--- src/rtl/reaction_pkg.sv ---
// Shared types and constants for the reaction-timer game datapath.
package reaction_pkg;

    typedef enum logic [2:0] {
        IDLE,
        WAIT,
        REACT,
        DONE,
        CHEAT
    } state_t;

    localparam int RT_W             = 14;
    localparam int DLY_W            = 12;
    localparam int RND_W_DEF        = 11;
    localparam int MIN_DELAY_MS_DEF = 1000;
    localparam int MAX_RT_MS_DEF    = 9999;

endpackage

--- src/rtl/btn_edge_sync.sv ---
// Two-flop synchroniser for a raw push-button plus a registered
// one-cycle rising-edge pulse.
module btn_edge_sync (
    input  logic random_clk,
    input  logic reset,
    input  logic btn,
    output logic rise
);

    logic [1:0] sync_q, sync_d;
    logic       prev_q, prev_d;
    logic       rise_q, rise_d;

    always_comb begin
        sync_d = {sync_q[0], btn};
        prev_d = sync_q[1];
        rise_d = sync_q[1] & ~prev_q;
    end

    always_ff @(posedge random_clk or posedge reset) begin
        if (reset) begin
            sync_q <= '0;
            prev_q <= 1'b0;
            rise_q <= 1'b0;
        end else begin
            sync_q <= sync_d;
            prev_q <= prev_d;
            rise_q <= rise_d;
        end
    end

    assign rise = rise_q;

endmodule

--- src/rtl/reaction_timer_fsm.sv ---
// Round controller: random pre-stimulus delay, LED stimulus, reaction
// time measurement with cheat and timeout detection.
module reaction_timer_fsm
    import reaction_pkg::*;
#(
    parameter int MIN_DELAY_MS = MIN_DELAY_MS_DEF,
    parameter int MAX_RT_MS    = MAX_RT_MS_DEF,
    parameter int RND_W        = RND_W_DEF
) (
    input  logic             random_clk,
    input  logic             reset,
    input  logic             tick_ms,
    input  logic [RND_W-1:0] rnd_cnt,
    input  logic             start_btn,
    input  logic             react_btn,
    output logic             led,
    output logic [RT_W-1:0]  rt_ms,
    output logic             result_valid,
    output logic             cheat,
    output logic             timeout,
    output logic             busy
);

    logic start_rise;
    logic react_rise;

    btn_edge_sync u_start_sync (
        .random_clk (random_clk),
        .reset      (reset),
        .btn        (start_btn),
        .rise       (start_rise)
    );

    btn_edge_sync u_react_sync (
        .random_clk (random_clk),
        .reset      (reset),
        .btn        (react_btn),
        .rise       (react_rise)
    );

    state_t             state_q, state_d;
    logic [DLY_W-1:0]   delay_cnt_q, delay_cnt_d;
    logic [RT_W-1:0]    rt_cnt_q, rt_cnt_d;
    logic [RT_W-1:0]    rt_ms_q, rt_ms_d;
    logic               led_q, led_d;
    logic               valid_q, valid_d;
    logic               cheat_q, cheat_d;
    logic               timeout_q, timeout_d;
    logic               busy_q, busy_d;

    always_comb begin
        state_d     = state_q;
        delay_cnt_d = delay_cnt_q;
        rt_cnt_d    = rt_cnt_q;
        rt_ms_d     = rt_ms_q;
        led_d       = led_q;
        valid_d     = valid_q;
        cheat_d     = cheat_q;
        timeout_d   = timeout_q;

        unique case (state_q)
            IDLE, DONE, CHEAT: begin
                if (start_rise) begin
                    delay_cnt_d = DLY_W'(MIN_DELAY_MS) + DLY_W'(rnd_cnt);
                    rt_cnt_d    = '0;
                    rt_ms_d     = '0;
                    valid_d     = 1'b0;
                    cheat_d     = 1'b0;
                    timeout_d   = 1'b0;
                    led_d       = 1'b0;
                    state_d     = WAIT;
                end
            end
            WAIT: begin
                // An early press beats a coinciding tick that would light the LED.
                if (react_rise) begin
                    cheat_d = 1'b1;
                    state_d = CHEAT;
                end else if (tick_ms) begin
                    if (delay_cnt_q == DLY_W'(1)) begin
                        led_d    = 1'b1;
                        rt_cnt_d = '0;
                        state_d  = REACT;
                    end else begin
                        delay_cnt_d = delay_cnt_q - DLY_W'(1);
                    end
                end
            end
            REACT: begin
                if (react_rise) begin
                    rt_ms_d = rt_cnt_q;
                    valid_d = 1'b1;
                    led_d   = 1'b0;
                    state_d = DONE;
                end else if (tick_ms) begin
                    if (rt_cnt_q == RT_W'(MAX_RT_MS - 1)) begin
                        rt_ms_d   = RT_W'(MAX_RT_MS);
                        timeout_d = 1'b1;
                        valid_d   = 1'b0;
                        led_d     = 1'b0;
                        state_d   = DONE;
                    end else begin
                        rt_cnt_d = rt_cnt_q + RT_W'(1);
                    end
                end
            end
            default: begin
                state_d = IDLE;
            end
        endcase

        busy_d = (state_d == WAIT) || (state_d == REACT);
    end

    always_ff @(posedge random_clk or posedge reset) begin
        if (reset) begin
            state_q     <= IDLE;
            delay_cnt_q <= '0;
            rt_cnt_q    <= '0;
            rt_ms_q     <= '0;
            led_q       <= 1'b0;
            valid_q     <= 1'b0;
            cheat_q     <= 1'b0;
            timeout_q   <= 1'b0;
            busy_q      <= 1'b0;
        end else begin
            state_q     <= state_d;
            delay_cnt_q <= delay_cnt_d;
            rt_cnt_q    <= rt_cnt_d;
            rt_ms_q     <= rt_ms_d;
            led_q       <= led_d;
            valid_q     <= valid_d;
            cheat_q     <= cheat_d;
            timeout_q   <= timeout_d;
            busy_q      <= busy_d;
        end
    end

    assign led          = led_q;
    assign rt_ms        = rt_ms_q;
    assign result_valid = valid_q;
    assign cheat        = cheat_q;
    assign timeout      = timeout_q;
    assign busy         = busy_q;

endmodule

--- config.mk ---
export PLATFORM = sky130hd
export DESIGN_NAME = reaction_timer_fsm
export DESIGN_NICKNAME = d
export VERILOG_FILES = /design/src/rtl/reaction_pkg.sv /design/src/rtl/btn_edge_sync.sv /design/src/rtl/reaction_timer_fsm.sv
export SDC_FILE = /design/constraint.sdc
export NUM_CORES = 1
export LEC_CHECK = 0
export ABC_CLOCK_PERIOD_IN_PS = 3700
export CORE_MARGIN = 2
export CORE_UTILIZATION = 58
export CTS_BUF_LIST = sky130_fd_sc_hd__clkbuf_2
export CTS_CLUSTER_SIZE = 16
export DETAILED_ROUTE_END_ITERATION = 7
export PLACE_DENSITY = 0.82
export SETUP_SLACK_MARGIN = 0.2
export SLEW_MARGIN = 15
export SYNTH_ARGS = -nofsm -noshare
export SYNTH_HDL_FRONTEND = slang
export SYNTH_SLANG_ARGS = --single-unit
--- constraint.sdc ---
create_clock -name random_clk -period 3.7 [get_ports random_clk]
set_input_delay 1.11 -clock random_clk [delete_from_list [all_inputs] [get_ports random_clk]]
set_output_delay 1.11 -clock random_clk [all_outputs]
set_load 0.01 [all_outputs]
After elaboration in Yosys (flattened, before gate mapping)
Cells that the tools add are included.
{"block": "word_totals", "output_inout_bits": 19, "register_bits": 56}
{"block": "classes", "eq_ne": 20, "n_bitwise": 4, "mux": 41, "n_addsub": 3, "n_reduce_logical": 12}
{"cell": "two-way mux 14 bit", "count": 10}
{"cell": "two-way mux 12 bit", "count": 4}
{"cell": "one-hot mux 14 bit (3 select lines)", "count": 1}
{"cell": "one-hot mux 14 bit (2 select lines)", "count": 1}
{"cell": "one-hot mux 12 bit (2 select lines)", "count": 1}
{"cell": "two-way mux 3 bit", "count": 7}
{"cell": "inequality test 2 bit (second input constant)", "count": 8}
{"cell": "adder 14 x 1 -> 14 bit (second input constant)", "count": 1}
{"cell": "== test 14 bit (second input constant)", "count": 1}
{"cell": "adder 10 x 11 -> 12 bit (first input constant)", "count": 1}
{"cell": "== test 12 x 1 -> 1 bit (second input constant)", "count": 1}
{"cell": "two-way mux 1 bit", "count": 12}
{"cell": "subtractor 12 x 1 -> 12 bit (second input constant)", "count": 1}
{"cell": "AND reduction 5 bit", "count": 2}
{"cell": "== test 3 x 2 -> 1 bit (second input constant)", "count": 3}
{"cell": "one-hot mux 3 bit (3 select lines)", "count": 1}
{"cell": "AND reduction 8 bit", "count": 1}
{"cell": "AND reduction 7 bit", "count": 1}
{"cell": "== test 3 x 1 -> 1 bit (second input constant)", "count": 2}
{"cell": "inequality test 3 x 2 -> 1 bit (second input constant)", "count": 2}
{"cell": "one-hot mux 1 bit (2 select lines)", "count": 3}
{"cell": "inequality test 2 x 1 -> 1 bit (second input constant)", "count": 2}
{"cell": "AND reduction 4 bit", "count": 1}
{"cell": "nonzero test 2 bit", "count": 2}
{"cell": "other kinds (9)", "count": 11}

Depth between registers and ports, before layout
{"block": "logic_depth", "ltp_word": 7, "ltp_mapped": 8}

Hierarchy
Synthesis repeated with hierarchy kept, for this count alone.
{"block": "hier_totals", "cells_unflattened": 311, "area_unflattened_um2": 2969.1}
{"mod": "reaction_timer_fsm", "seq_area_each_um2": 1201.2, "n_inst": 1, "area_per_inst_um2": 2733.9, "cells_per_inst": 299}
{"mod": "btn_edge_sync", "seq_area_each_um2": 100.1, "n_inst": 2, "area_per_inst_um2": 117.6, "cells_per_inst": 6}

Worst setup path after synthesis
Ideal clock, no wire load.
{"block": "synth_path", "path_kind": "input-to-reg", "startpoint": "input rnd_cnt[3]", "endpoint": "register delay_cnt_q[11]", "slack_ns": 1.202, "required_time_ns": 3.578, "stages": 6, "n_path_buf": 0, "t_arrival_ns": 2.375, "setup_time_ns": 0.122, "path_cell_list": "ha_1 or4_1 or3_1 a21oi_1 a31o_2 a21oi_2"}
{"block": "synth_between", "elab_chain_cells": 3}
{"item": "start: declaration", "line_no": "reaction_timer_fsm.sv:13", "text": "input logic [RND_W-1:0] rnd_cnt,"}
{"item": "adder 10 x 11 -> 12 bit", "line_no": "reaction_timer_fsm.sv:64", "text": "delay_cnt_d = DLY_W'(MIN_DELAY_MS) + DLY_W'(rnd_cnt);"}
{"item": "two-way mux 12 bit", "line_no": "reaction_timer_fsm.sv:63", "text": "if (start_rise) begin"}
{"item": "one-hot mux 12 bit (2 select lines)", "line_no": "reaction_timer_fsm.sv:61", "text": "unique case (state_q)"}
{"item": "end signal: assignment", "line_no": "reaction_timer_fsm.sv:128", "text": "delay_cnt_q <= delay_cnt_d;"}
{"item": "end: declaration", "line_no": "reaction_timer_fsm.sv:42", "text": "logic [DLY_W-1:0] delay_cnt_q, delay_cnt_d;"}
No other way between the ends. The select of a mux whose other input is x is not followed.
A chain may end at the register's enable or synchronous reset.

Worst setup path in the final report
Same ends and word-level chain as after synthesis.

==> impl_metrics.csv <==
group,metric,value,unit
cts,root_buffer,"clkbuf_2",
cts,tritoncts,"yes",
power_and_ir_drop,p_seq_frac,0.534,
finish,stdcell_count,409,
routing,drt_iter0_markers,202,
global_route,grt_pass1_vias,2266,
floorplanning,initial_utilization,0.5926,
yosys,synthArstFlopShare,1.000,
placement,post-place-ws,600.6,ps
worst_setup_path,crit_fanout,4,
global_route,grt_pass1_wl,10230,µm
routing,drt.antenna.violating_nets,0,
power_and_ir_drop,p_leak,1.443,nW
yosys,synth_flop_cell,"dfrtp_1",
cts,numCtsBuffers,5,
yosys,syn_inst,310,
sta,tightest_slew,898.5,ps
worst_setup_path,required,4070,ps
floorplanning,core.rowCount,26,
worst_setup_path,path_class,"input port to flip-flop",
min_path,hold_class,"flip-flop to flip-flop",
finish,mostFrequentLayoutCells,"56 x dfrtp_1, 35 x nor2_1, 34 x clkdlybuf4s50_1",
sta,setup_viol,0,
sta,slew_headroom,0.4010,
routing,finalWirelength,6176,µm
floorplanning,core_area,5042,µm²
cts,htreeDepth,2,
global_route,grt_use_total,0.2331,
cts,holdBufCountCts,0,
sta,hold_viol,0,
sta,setup_ws,1114,ps
placement,dpl.cell_count,401,
finish,final_common_cell,"dfrtp_1",
power_and_ir_drop,power_frac_clock,0.190,
finish,syn_to_final_growth,14.91,%
finish,drive_gt1_frac,0.06490,
sta,finalSetupTns,0,ps
yosys,seq_area_frac_synth,0.4690,
sta,rsz0062_at_grt,"no",
finish,nets,359,
worst_setup_path,start_kind,"input port",
floorplanning,dieHeight,75.78,µm
routing,drt-vias-per-instance,6.105,
sta,fmax,386.6,MHz
global_route,gr-total-overflow,0,
floorplanning,fp.dieW,75.78,µm
floorplanning,dieArea,5742,µm²
global_route,antenna_found_initial,0,
cts,cts_sinks,56,
power_and_ir_drop,p_sw,0.5520,mW
yosys,synth_fp_nets,331,
power_and_ir_drop,ir_drop,0.3305,mV
yosys,synth_edf_count,0,
yosys,synth_cell_types,62,
routing,routedWlPerCell,15.10,µm
yosys,synth_area,2988,µm²
power_and_ir_drop,sw_frac_of_total,0.3504,
worst_setup_path,endpoint_kind,"flip-flop",
floorplanning,io-pin-count,35,
cts,clock_latency,460,ps
routing,remaining_drc_errors,0,
routing,firstDrtPassIters,4,
sta,min_period_over_period,0.6990,
status,outcome,"finished, final reports clean",
power_and_ir_drop,totalPowerFinal,1.575,mW
worst_setup_path,arrival,2960,ps
cts,clk_pin_slew,260,ps
finish,utilization,0.6809,
cts,clockBufferDepth,2,
power_and_ir_drop,power.internal,1.023,mW
power_and_ir_drop,power_density,458.8,nW/µm²
sta,period_minus_slack,2586,ps
sta,clock_skew,16.18,ps
cts,cts-resized-gates,0,
placement,port_buffers,34,
global_route,grt_max_degree,30,
power_and_ir_drop,combPwrFrac,0.276,
yosys,yosys_warnings,0,
yosys,synth-seq-cells,56,
placement,dp_hpwl,4452,µm
job,drv_cap,0,
placement,place.gp.congestion,0.8615,
finish,diodes,0,
sta,drv_slew,0,
routing,vias,2497,
yosys,synth.avg_cell_area,9.638,µm²
cts,cts_setup_buffers,0,
state kept, by name (all words and copies together) (netlist names), 2 cells and up:
register             cells
delay_cnt_q             12
rt_cnt_q                14
rt_ms                   14
state_q                  3
u_react_sync.sync_q      2
u_start_sync.sync_q      2
area by class of cell:
cell class / instances / area (µm²)
inverter: 8 / 30.03
multi-input combinational: 230 / 1474
sequential: 56 / 1401
tap: 70 / 87.58
clock buffer: 6 / 30.03
timing repair buffer: 37 / 375.4
fill: 415 / 1609
clock inverter: 2 / 35.03
synthesized netlist by cell type (all sizes together), types with 3 or more instances:
library cell | instances | area share
o31ai | 5 | 0.013
a21oi | 27 | 0.046
nand3b | 3 | 0.0075
a32o | 7 | 0.023
nand2b | 6 | 0.013
buf | 9 | 0.019
or3 | 3 | 0.0080
nand2 | 20 | 0.025
clkbuf | 7 | 0.0088
nand4b | 3 | 0.0088
o2bb2ai | 9 | 0.026
nor2b | 5 | 0.010
o21ai | 25 | 0.046
a21o | 6 | 0.015
inv | 8 | 0.010
a31oi | 7 | 0.015
nor3 | 7 | 0.013
a22o | 3 | 0.0088
xor2 | 3 | 0.0088
ha | 5 | 0.021
dfrtp | 56 | 0.47
nor2 | 35 | 0.044
or4 | 3 | 0.0088
nand4 | 5 | 0.010
nand3 | 8 | 0.013
power by group through the flow:
stage / Sequential, mW / Combinational (mW) / Clock, mW
finish: 0.841 / 0.434 / 0.300
global route: 0.862 / 0.494 / 0.333
CTS: 0.838 / 0.439 / 0.304
detailed placement: 0.849 / 0.438 / 0
global placement: 0.845 / 0.427 / 0
floorplan: 0.803 / 0.363 / 0
kinds of logic after synthesis:
group | after synthesis | synth area share
buf+inv | 24 | 0.03769
xor+xnor | 4 | 0.01173
fa+ha+maj | 5 | 0.02094
flops | 56 | 0.4690
simple gates | 113 | 0.2086
compound gates | 108 | 0.2521
final timing paths:
path	startpoint	end	slack, ps	cells after the start
worst max-delay path	rnd_cnt[3]	delay_cnt_q[11]$_DFFE_PP0P_	1110	7
worst min-delay path	u_start_sync.sync_q[0]$_DFF_PP0_	u_start_sync.sync_q[1]$_DFF_PP0_	380	0
worst max register to register	state_q[0]$_DFF_PP0_	delay_cnt_q[3]$_DFFE_PP0P_	1140	5
worst min register to register	u_start_sync.sync_q[0]$_DFF_PP0_	u_start_sync.sync_q[1]$_DFF_PP0_	380	0
max in group asynchronous	reset	rt_ms[4]$_DFFE_PP0P_	2150	3
min in group asynchronous	reset	delay_cnt_q[4]$_DFFE_PP0P_	990	2
metal layers:
metal,share of wire,routed length [µm],up-vias,track usage
met3,0.030,187,7,0.02910
met2,0.50,3108,47,0.3956
met5,0,0,-,0
met1,0.45,2800,1232,0.3065
met4,0.013,79,0,0.08382
li1,-,-,1211,-
stage by stage:
stage	hold WS, ps	instance area (µm²)
2_1_floorplan	331.2	2988
6_report	384.9	3433
5_1_grt	399.8	3433
3_5_place_dp	338.9	3368
3_3_place_gp	334.3	3368
4_1_cts	389.9	3433
critical path, cell delays in order:
cell and delay (ps):
clkdlybuf4s50_1 470, ha_1 260, or4_1 440, or3_1 340, a21oi_1 160, a31o_2 130
a21oi_2 50
Power figures use the tool's default switching activity.
